===== src/rtl/decode_pkg.sv =====
// Shared definitions for the immediate-decode stage: opcodes, immediate
// formats, ALU control codes and the decoded-instruction record.
package decode_pkg;

  // Widest supported datapath; narrower stages use the low XLEN bits.
  localparam int XLEN_MAX     = 64;
  localparam int ALU_CODE_W   = 5;

  localparam logic [6:0] OPC_LUI    = 7'h37;
  localparam logic [6:0] OPC_AUIPC  = 7'h17;
  localparam logic [6:0] OPC_JAL    = 7'h6F;
  localparam logic [6:0] OPC_JALR   = 7'h67;
  localparam logic [6:0] OPC_LOAD   = 7'h03;
  localparam logic [6:0] OPC_OPIMM  = 7'h13;
  localparam logic [6:0] OPC_STORE  = 7'h23;
  localparam logic [6:0] OPC_BRANCH = 7'h63;

  typedef enum logic [2:0] {
    FMT_NONE = 3'd0,
    FMT_U    = 3'd1,
    FMT_J    = 3'd2,
    FMT_I    = 3'd3,
    FMT_S    = 3'd4,
    FMT_B    = 3'd5
  } imm_fmt_e;

  // ALU control codes shared with the execute stage.
  localparam logic [ALU_CODE_W-1:0] ALU_NOP = 5'd0;
  localparam logic [ALU_CODE_W-1:0] LUI     = 5'd16;
  localparam logic [ALU_CODE_W-1:0] AUIPC   = 5'd17;

  // Decoded record sized for XLEN_MAX; imm is sign-extended over all
  // XLEN_MAX bits and pc is zero-extended, so slicing [XLEN-1:0] yields
  // the correct value for any legal XLEN.
  typedef struct packed {
    logic [4:0]            rd;
    logic [XLEN_MAX-1:0]   imm;
    imm_fmt_e              fmt;
    logic [ALU_CODE_W-1:0] alu_control;
    logic                  illegal;
    logic [XLEN_MAX-1:0]   pc;
  } dec_instr_t;

  localparam dec_instr_t DEC_RST = '{
    rd:          5'd0,
    imm:         '0,
    fmt:         FMT_NONE,
    alu_control: ALU_NOP,
    illegal:     1'b0,
    pc:          '0
  };

endpackage


===== src/rtl/imm_decode_comb.sv =====
// Pure combinational decode of one instruction word into a dec_instr_t.
module imm_decode_comb
  import decode_pkg::*;
(
  input  logic [31:0]         instr,
  input  logic [XLEN_MAX-1:0] pc,
  output dec_instr_t          dec
);

  logic sgn;
  assign sgn = instr[31];

  // Opcode-driven format/immediate/rd selection; unknown opcodes (which
  // include every word whose low two bits are not 2'b11) decode as illegal.
  always_comb begin
    dec    = DEC_RST;
    dec.pc = pc;
    case (instr[6:0])
      OPC_LUI, OPC_AUIPC: begin
        dec.fmt         = FMT_U;
        dec.rd          = instr[11:7];
        dec.imm         = {{32{sgn}}, instr[31:12], 12'b0};
        dec.alu_control = (instr[6:0] == OPC_LUI) ? LUI : AUIPC;
      end
      OPC_JAL: begin
        dec.fmt = FMT_J;
        dec.rd  = instr[11:7];
        dec.imm = {{44{sgn}}, instr[19:12], instr[20], instr[30:21], 1'b0};
      end
      OPC_JALR, OPC_LOAD, OPC_OPIMM: begin
        dec.fmt = FMT_I;
        dec.rd  = instr[11:7];
        dec.imm = {{52{sgn}}, instr[31:20]};
      end
      OPC_STORE: begin
        dec.fmt = FMT_S;
        dec.imm = {{52{sgn}}, instr[31:25], instr[11:7]};
      end
      OPC_BRANCH: begin
        dec.fmt = FMT_B;
        dec.imm = {{52{sgn}}, instr[7], instr[30:25], instr[11:8], 1'b0};
      end
      default: begin
        dec.illegal = 1'b1;
      end
    endcase
  end

endmodule


===== src/rtl/decode_imm_stage.sv =====
// Registered immediate-decode stage with valid/ready handshake and a
// two-entry (output + skid) buffer so in_ready is a pure register output.
module decode_imm_stage
  import decode_pkg::*;
#(
  parameter int XLEN       = 32,
  parameter int ALU_CTRL_W = 5
) (
  input  logic                  clk,
  input  logic                  rst_n,
  input  logic                  flush,
  input  logic                  in_valid,
  output logic                  in_ready,
  input  logic [31:0]           in_instr,
  input  logic [XLEN-1:0]       in_pc,
  output logic                  out_valid,
  input  logic                  out_ready,
  output logic [4:0]            out_rd,
  output logic [XLEN-1:0]       out_imm,
  output logic [2:0]            out_fmt,
  output logic [ALU_CTRL_W-1:0] out_alu_control,
  output logic                  out_illegal,
  output logic [XLEN-1:0]       out_pc
);

  typedef enum logic [1:0] {S_EMPTY, S_ONE, S_FULL} occ_e;

  occ_e                state;
  logic                in_ready_q;
  logic                out_valid_q;
  dec_instr_t          out_q;
  dec_instr_t          skid_q;
  dec_instr_t          dec_in;
  logic [XLEN_MAX-1:0] pc_ext;
  logic                acc;
  logic                pop;

  // Zero-extend the PC into the wide record field.
  always_comb begin
    pc_ext            = '0;
    pc_ext[XLEN-1:0]  = in_pc;
  end

  imm_decode_comb u_dec (
    .instr (in_instr),
    .pc    (pc_ext),
    .dec   (dec_in)
  );

  assign acc = in_valid && in_ready_q;
  assign pop = out_valid_q && out_ready;

  // Occupancy FSM; flush outranks everything and drops any same-cycle input.
  always_ff @(posedge clk) begin
    if (!rst_n) begin
      state       <= S_EMPTY;
      in_ready_q  <= 1'b1;
      out_valid_q <= 1'b0;
      out_q       <= DEC_RST;
      skid_q      <= DEC_RST;
    end else if (flush) begin
      state       <= S_EMPTY;
      in_ready_q  <= 1'b1;
      out_valid_q <= 1'b0;
    end else begin
      case (state)
        S_EMPTY: begin
          if (acc) begin
            out_q       <= dec_in;
            out_valid_q <= 1'b1;
            state       <= S_ONE;
          end
        end
        S_ONE: begin
          if (acc && !pop) begin
            skid_q     <= dec_in;
            in_ready_q <= 1'b0;
            state      <= S_FULL;
          end else if (acc) begin
            out_q <= dec_in;
          end else if (pop) begin
            out_valid_q <= 1'b0;
            state       <= S_EMPTY;
          end
        end
        S_FULL: begin
          if (pop) begin
            out_q      <= skid_q;
            in_ready_q <= 1'b1;
            state      <= S_ONE;
          end
        end
        default: begin
          state       <= S_EMPTY;
          in_ready_q  <= 1'b1;
          out_valid_q <= 1'b0;
        end
      endcase
    end
  end

  assign in_ready        = in_ready_q;
  assign out_valid       = out_valid_q;
  assign out_rd          = out_q.rd;
  assign out_imm         = out_q.imm[XLEN-1:0];
  assign out_fmt         = out_q.fmt;
  assign out_alu_control = ALU_CTRL_W'(out_q.alu_control);
  assign out_illegal     = out_q.illegal;
  assign out_pc          = out_q.pc[XLEN-1:0];

  // Upper record bits are redundant extension bits when XLEN is narrow.
  if (XLEN < XLEN_MAX) begin : g_narrow
    logic unused_hi;
    assign unused_hi = ^{out_q.imm[XLEN_MAX-1:XLEN], out_q.pc[XLEN_MAX-1:XLEN]};
  end

endmodule


===== config.mk =====
export PLATFORM = sky130hd
export DESIGN_NAME = decode_imm_stage
export DESIGN_NICKNAME = d
export VERILOG_FILES = /design/src/rtl/decode_pkg.sv /design/src/rtl/imm_decode_comb.sv /design/src/rtl/decode_imm_stage.sv
export SDC_FILE = /design/constraint.sdc
export NUM_CORES = 1
export LEC_CHECK = 0
export CORE_MARGIN = 5
export CORE_UTILIZATION = 48
export DETAILED_ROUTE_END_ITERATION = 16
export PLACE_DENSITY = 0.77
export RECOVER_POWER = 100
export SETUP_SLACK_MARGIN = 0.3
export SYNTH_ARGS = -nofsm -noshare
export SYNTH_HDL_FRONTEND = slang
export SYNTH_HIERARCHICAL = 1
export SYNTH_SLANG_ARGS = --single-unit

===== constraint.sdc =====
create_clock -name clk -period 3.3 [get_ports clk]
set_clock_uncertainty 0.2 [all_clocks]
set_input_delay 0.66 -clock clk [delete_from_list [all_inputs] [get_ports clk]]
set_output_delay 0.66 -clock clk [all_outputs]
set_load 0.01 [all_outputs]

== Word level (Yosys, flattened, before mapping) ==
Cells that the tools add are included.

* Memories kept: 0
* Output and inout port bits: 80
* Input bits: 69
* Word-level logic and storage cells: 76
* Flip-flop bits (word level): 256
* Memory bits (writable): 0
* ROM bits: 0
* Bits in latches: 0

* Magnitude comparators: 0
* Multipliers: 0
* Bitwise gates (word level): 4
* Equality and inequality tests: 18
* Shift-type cells: 0
* $add $sub $neg: 0
* Reductions and logical operators: 16
* Div/mod/pow operators: 0
* Mux-type cells: 23

{| class="wikitable"
|+ Operators with widths
! kind !! number
|-
| 2-to-1 mux 142 bit || 3
|-
| one-hot mux 142 bit (3 select lines) || 1
|-
| one-hot mux 67 bit (5 select lines) || 1
|-
| == test 7 bit, second input constant || 3
|-
| == test 7 x 5 -> 1 bit, second input constant || 2
|-
| == test 7 x 6 -> 1 bit, second input constant || 2
|-
| inequality test 2 bit, second input constant || 6
|-
| 2-to-1 mux 2 bit || 5
|-
| 2-to-1 mux 5 bit || 2
|-
| 2-to-1 mux 1 bit || 8
|-
| AND reduction 4 bit || 2
|-
| OR reduction 8 bit || 1
|-
| == test 7 x 2 -> 1 bit, second input constant || 1
|-
| inequality test 3 bit, second input constant || 2
|-
| one-hot mux 1 bit (3 select lines) || 2
|-
| one-hot mux 2 bit (3 select lines) || 1
|-
| AND reduction 3 bit || 2
|-
| OR reduction 6 bit || 1
|-
| AND reduction 5 bit || 1
|-
| NOT 1 bit || 4
|-
| OR reduction 2 bit || 2
|-
| logical AND 1 bit || 3
|-
| nonzero test 3 bit || 1
|-
| OR reduction 3 bit || 1
|-
| other kinds (4) || 4
|}

== Longest topological paths before layout ==
Gate-level depths: netlist of the first run.

* Word-level depth: 6
* Gate-level depth with buffers: 9
* Gate-level depth less buffers: 7

== Hierarchy ==
The synthesis of the first run kept the hierarchy.

{| class="wikitable"
|+ Modules (own cells, without submodules)
! module !! cells each !! times used !! area each (sq um)
|-
| decode_imm_stage || 730 || 1 || 6830.3
|-
| imm_decode_comb || 181 || 1 || 1322.5
|}

== Least setup slack after synthesis of the first run ==
Ideal clock, no wire load.

* Path kind: input to register
* Start: in in_instr[6]
* End: reg out_q, in the netlist out_imm[31]
* Arrival time: 2.927 ns
* Cell stages on the path: 7
* Path slack: 0.115 ns
* Library setup time: 0.059 ns
* Cell sequence: buf_2 > nor4_4 > nor3_1 > nor2b_1 > mux2i_1 > nand3_1 > o211a_1

{| class="wikitable"
|+ RTL lines
! what !! line !! RTL
|-
| from (decl) || decode_imm_stage.sv:14 || <nowiki>input logic [31:0] in_instr,</nowiki>
|-
| to (signal assigned) || decode_imm_stage.sv:69 || <nowiki>out_q <= dec_in;</nowiki>
|-
| to (signal assigned) || decode_imm_stage.sv:80 || <nowiki>out_q <= dec_in;</nowiki>
|-
| to (signal assigned) || decode_imm_stage.sv:88 || <nowiki>out_q <= skid_q;</nowiki>
|-
| to (decl) || decode_imm_stage.sv:31 || <nowiki>dec_instr_t out_q;</nowiki>
|}

== Final worst setup path of the first run ==
* Start: in in_valid
* End: reg out_q, in the netlist out_illegal

* Word-level cells in the longest chain between the ends: 4
* Elaborated cells on any way between the ends: 7
* Those cells by class: eq/ne: 1; mux: 3; reduce/logical: 3

{| class="wikitable"
|+ Ends and longest elaborated chain
! what !! line !! RTL
|-
| from (decl) || decode_imm_stage.sv:12 || <nowiki>input logic in_valid,</nowiki>
|-
| logical AND 1 bit (*) || decode_imm_stage.sv:50 || <nowiki>assign acc = in_valid && in_ready_q;</nowiki>
|-
| 2-to-1 mux 142 bit / logical AND 1 bit (equally long branches) || -- ||
|-
| 2-to-1 mux 142 bit / inequality test 2 bit (equally long branches) || -- ||
|-
| one-hot mux 142 bit (3 select lines) / AND reduction 4 bit (equally long branches) || -- ||
|}

Mark *: on every way between the ends. The rest lies on a longest branch, timed or not. The select of a mux whose other input is x is not followed.
A chain may end at the register's enable or synchronous reset.

==> results_dict.tcl, run 1 <==
set metrics [dict create \
    status "finished clean" \
    cts_sinks 160 \
    cts_setup_buffers 0 \
    p_switching_mw 1.14 \
    r2r_end "out_illegal$_SDFFE_PN0P_" \
    syn_area_um2 7670 \
    clockBufferDepth 2 \
    cp.arrival_ns 2.86 \
    path_max_fanout 79 \
    period_minus_slack_ns 2.75 \
    worst_slew_pin_slew_ns 1.00 \
    worstSetupStartpointType "input pin" \
    ant_nets 0 \
    num-fill-cells 1353 \
    slew_viol_final 0 \
    grt_pass1_wl_um 30800 \
    hp-start "skid_q[68]$_SDFFE_PN0P_" \
    seqCellArea_um2 3200 \
    stdcell_count 1150 \
    cts_tree "yes" \
    max_freq_mhz 364 \
    io_pins 149 \
    coreArea_um2 15800 \
    clock_latency_ns 0.42 \
    seqPwrFrac_pct 42.7 \
    rows 46 \
    layout-drive-gt1-share_pct 6.21 \
    top_layer "met4" \
    peakVddDrop_mv 0.350 \
    crit_start "in_valid" \
    r2r-start "state[0]$_SDFFE_PP0P_" \
    post_drt_wl_per_cell_um 16.6 \
    cpPeakStageDelay_ns 0.76 \
    dpl.cell_count 1118 \
    multi_input_area_um2 3850 \
    routed_wl_um 19100 \
    post_cts_resized 0 \
    r2r_slack_ns 0.72 \
    synth_cells 846 \
    clockRootBuffer "clkbuf_16" \
    finalSetupViolations 0 \
    final_util_pct 61.0 \
    p_comb_share_pct 11.6 \
    h-tree-depth 4 \
    drt_iter0_markers 441 \
    fp.dieH_um 136 \
    gp_congestion 0.823 \
    p_sw_share_pct 23.6 \
    hpwl_um 11900 \
    reg2reg_depth 5 \
    dieArea_um2 18600 \
    grt-ovfl-total 0 \
    rsz0062_at_grt "no" \
    antenna_found_initial 0 \
    area_delta_synth_final_pct 25.5 \
    path_cells "dlygate4sd3_1, nand4b_1, a22o_2, clkbuf_4, nand3_1, o211a_1" \
    avgViaCountPerCell 5.49 \
    grt_util_all_layers_pct 20.6 \
    min_path_cells 2 \
    firstDrtPassIters 5 \
    n_antenna_cell 0 \
    critPathKind "in -> reg" \
    drc 0 \
    hp-class "reg -> reg" \
    met2_wirelength_um 8510 \
    tns_ns 0 \
    vias 6310 \
    clk_pin_slew_ns 0.06 \
    power_density_nw_per_um2 500 \
    clock_power_share_pct 45.8 \
    wl_met3_um 1260 \
    p_leak_nw 4.98 \
    crit_required_ns 3.41 \
    grt_max_degree 80 \
    report.power.total_mw 4.81 \
    ys_warn_count 6 \
    nets 990 \
    wl_met1_um 8960 \
    end_kind "flip-flop" \
    slew_headroom_pct 33.1 \
    hold_violations 0 \
    min_to "skid_q[68]$_SDFFE_PN0P_" \
    period_share_pct 83.3 \
    crit_path_top_delay_cell "clkbuf_4" \
    io_buffers 148 \
    initial_core_util_pct 48.6 \
    die_w_um 136 \
    synth_area_per_cell_um2 9.06 \
    grt_pass1_vias 5996 \
    cts_hold_buf 0 \
    cts_buffers 17 \
    internal-power_mw 3.68 \
    cap_violations 0 \
]
cell type report:
cell class              count  share of cell area [%]
multi-input cells         576                    40.0
clock buffers              18                    4.56
flip-flops and latches    160                    33.3
inverters                   3                   0.117
repair buffers            163                    16.8
clock inverters            14                    2.35
well taps                 216                    2.81
how the worst max path moves through the flow:
| stage | endpoint | slack, ns | cells past startpoint |
|---|---|---|---|
| 6_report | out_illegal$_SDFFE_PN0P_ | 0.55 | 6 |
| 5_1_grt | skid_q[82]$_SDFFE_PN0P_ | 0.44 | 6 |
| 4_1_cts | out_imm[27]$_SDFFE_PN0P_ | 0.75 | 6 |
| 3_5_place_dp | out_imm[27]$_SDFFE_PN0P_ | 0.32 | 6 |
| 3_3_place_gp | out_imm[31]$_SDFFE_PN0P_ | 0.34 | 9 |
| 2_1_floorplan | out_imm[23]$_SDFFE_PN0P_ | 1.06 | 9 |
metal layers:
metal  track usage [%]  vias to the layer above
met5                 0                        -
met4              7.05                        0
li1                  -                     3082
met1              28.1                     3031
met3              5.92                       30
met2              31.3                      167
power groups by stage:
stage / logic, mW / registers, mW / clock network, mW
2_1_floorplan: 0.291 / 2.12 / 0
3_3_place_gp: 0.588 / 2.10 / 0
3_5_place_dp: 0.592 / 2.10 / 0
4_1_cts: 0.595 / 2.06 / 2.24
5_1_grt: 0.604 / 2.06 / 2.34
6_report: 0.557 / 2.05 / 2.20
critical path, delay by kind of cell:
family          cells  cell delay (ns)
compound gates      2             0.35
buf+inv             2             1.38
simple gates        2             0.41
cells in the final DEF (no fill, tap or decap), drive strengths merged, types with 2 or more instances in the layout:
master / n
a21boi: 78
a21o: 19
a21oi: 6
a22o: 5
a31oi: 3
buf: 11
bufinv: 5
clkbuf: 23
clkdlybuf4s50: 65
clkinv: 2
clkinvlp: 2
conb: 3
dfxtp: 160
dlygate4sd3: 82
inv: 8
mux2i: 78
nand2: 163
nand2b: 4
nand3: 82
nand3b: 5
nand4: 2
nor2: 9
nor2b: 18
nor3: 7
nor3b: 2
o211a: 78
o21a: 2
o21ai: 3
registers in the layout, indices dropped and copies added, names as in the netlist, 2 cells and up:
signal and cells:
out_imm 32, out_fmt 3, skid_q 78, out_alu_control 5, out_rd 5, out_pc 32
state 2
through the flow:
stage          hold slack [ns]  worst slack [ns]  instance area, µm²
4_1_cts                  0.253             0.754                9660
6_report                 0.256             0.551                9620
3_5_place_dp             0.244             0.316                8990
5_1_grt                  0.265             0.443                9620
2_1_floorplan            0.234              1.06                7680
3_3_place_gp             0.239             0.340                8990
(Power assumes the default switching activity.)
==> inputs of run 2 (changes only) <==
- clock period: 3.3 -> 2.2 ns (I/O delays scaled with it)
==> results_dict.tcl, run 2 (same netlist as run 1, synthesis figures left out) <==
set metrics [dict create \
    critPathKind "in -> reg" \
    stdcell_count 1209 \
    grt-ovfl-total 0 \
    h-tree-depth 4 \
    clock_latency_ns 0.42 \
    cp.buffers_inverters 2 \
    hold_violations 0 \
    gp_congestion 0.907 \
    routed_wl_um 20300 \
    largest_register "skid_q" \
    layout_common_cells "nand2_1, dfxtp_1, nand3_1" \
    rsz0062_at_grt "yes" \
    power_density_nw_per_um2 670 \
    cap_violations 0 \
    use_met2_pct 34.7 \
    period_share_pct 90.3 \
    drt_iter0_markers 353 \
    io_pins 149 \
    ant_nets 0 \
    firstDrtPassIters 5 \
    coreArea_um2 15800 \
    slew_viol_final 0 \
    use_met1_pct 27.8 \
    dpl.cell_count 1167 \
    end_kind "flip-flop" \
    grt.busiest_layer "met2" \
    die_w_um 136 \
    p_leak_nw 5.39 \
    nets 1049 \
    cts_tree "yes" \
    cp.arrival_ns 2.15 \
    grt_pass1_vias 6309 \
    place_area_um2 9450 \
    drc 0 \
    worstSetupStartpointType "input pin" \
    layout-drive-gt1-share_pct 14.7 \
    crit_family "buffers and inverters" \
    rows 46 \
    grt_max_degree 53 \
    io_buffers 148 \
    grt_pass1_wl_um 31900 \
    cts_buffers 17 \
    crit_path_top_delay_cell "clkdlybuf4s50_1" \
    largest_register_ffs 78 \
    clockBufferDepth 2 \
    cts_sinks 160 \
    antenna_found_initial 0 \
    post-route-cell-area_um2 10100 \
    grt_util_all_layers_pct 21.4 \
    status "finished clean" \
    clockRootBuffer "clkbuf_16" \
    n_antenna_cell 0 \
    dieArea_um2 18600 \
    final_common_cell "nand2_1" \
    hp-class "reg -> reg" \
    grtUsageMet3_pct 6.00 \
    cpPeakStageDelay_ns 0.50 \
    period_minus_slack_ns 1.99 \
    report.power.total_mw 6.76 \
    initial_core_util_pct 48.6 \
    finalSetupViolations 0 \
    avgViaCountPerCell 5.44 \
    crit_required_ns 2.36 \
    path_cells "clkdlybuf4s50_1, nand3b_1, a21oi_4, and2_0, buf_4, o211a_1" \
    max_freq_mhz 503 \
    area_delta_synth_final_pct 31.4 \
    peakVddDrop_mv 0.615 \
    clk_pin_slew_ns 0.07 \
    vias 6582 \
    post_drt_wl_per_cell_um 16.8 \
    path_max_fanout 14 \
    fp.dieH_um 136 \
    hpwl_um 13200 \
    final_util_pct 63.9 \
]
run 2: worst min-delay path, stage by stage, from the launching register on:
cell and delay, ns:
dfxtp_1 0.31, nand2_1 0.05, a21boi_1 0.05
run 2: metrics by stage:
step / worst slack (ns) / hold WS [ns] / setup TNS (ns)
6_report: 0.212 / 0.252 / 0
5_1_grt: 0.151 / 0.266 / 0
4_1_cts: 0.308 / 0.253 / 0
3_5_place_dp: -0.455 / 0.244 / -26.43
3_3_place_gp: -0.428 / 0.239 / -26.38
2_1_floorplan: 0.262 / 0.234 / 0
run 2: path summary, 6_finish.rpt:
path                                               from                       to  slack [ns]  cells past startpoint
worst min-delay path            skid_q[29]$_SDFFE_PN0P_  skid_q[29]$_SDFFE_PN0P_        0.25                      2
worst max-delay path                           in_valid   out_rd[3]$_SDFFE_PN0P_        0.21                      6
worst max register to register    state[1]$_SDFFE_PP0P_   out_rd[3]$_SDFFE_PN0P_        0.25                      5
worst min register to register  skid_q[29]$_SDFFE_PN0P_  skid_q[29]$_SDFFE_PN0P_        0.25                      2
run 2: area by class of cell:
| type | count | area (µm²) |
|---|---|---|
| fill | 1370 | 5690 |
| multi-input combinational | 577 | 3980 |
| sequential | 160 | 3200 |
| timing repair buffer | 221 | 2050 |
| clock buffer | 19 | 453 |
| tap | 216 | 270 |
| clock inverter | 13 | 104 |
| inverter | 3 | 11.3 |
run 2: routing by layer:
metal	vias up	wire length [µm]
met4	0	376
li1	3201	-
met1	3150	9110
met5	-	0
met3	31	1370
met2	200	9390
run 2: power breakdown:
part | leakage, nW | internal, mW | switching (mW)
logic | 3.83 | 0.473 | 0.436
clock network | 0.259 | 1.52 | 1.24
registers | 1.30 | 3.02 | 0.0677
total | 5.39 | 5.01 | 1.75
run 2: what timing repair did:
item	CTS	global route
gates cloned	1	1
pin swaps	9	15
setup buffers	3	5
resized for setup	107	26
endpoints found under the hold margin	0	0
endpoints found under the setup margin	161	49
hold buffers	0	0
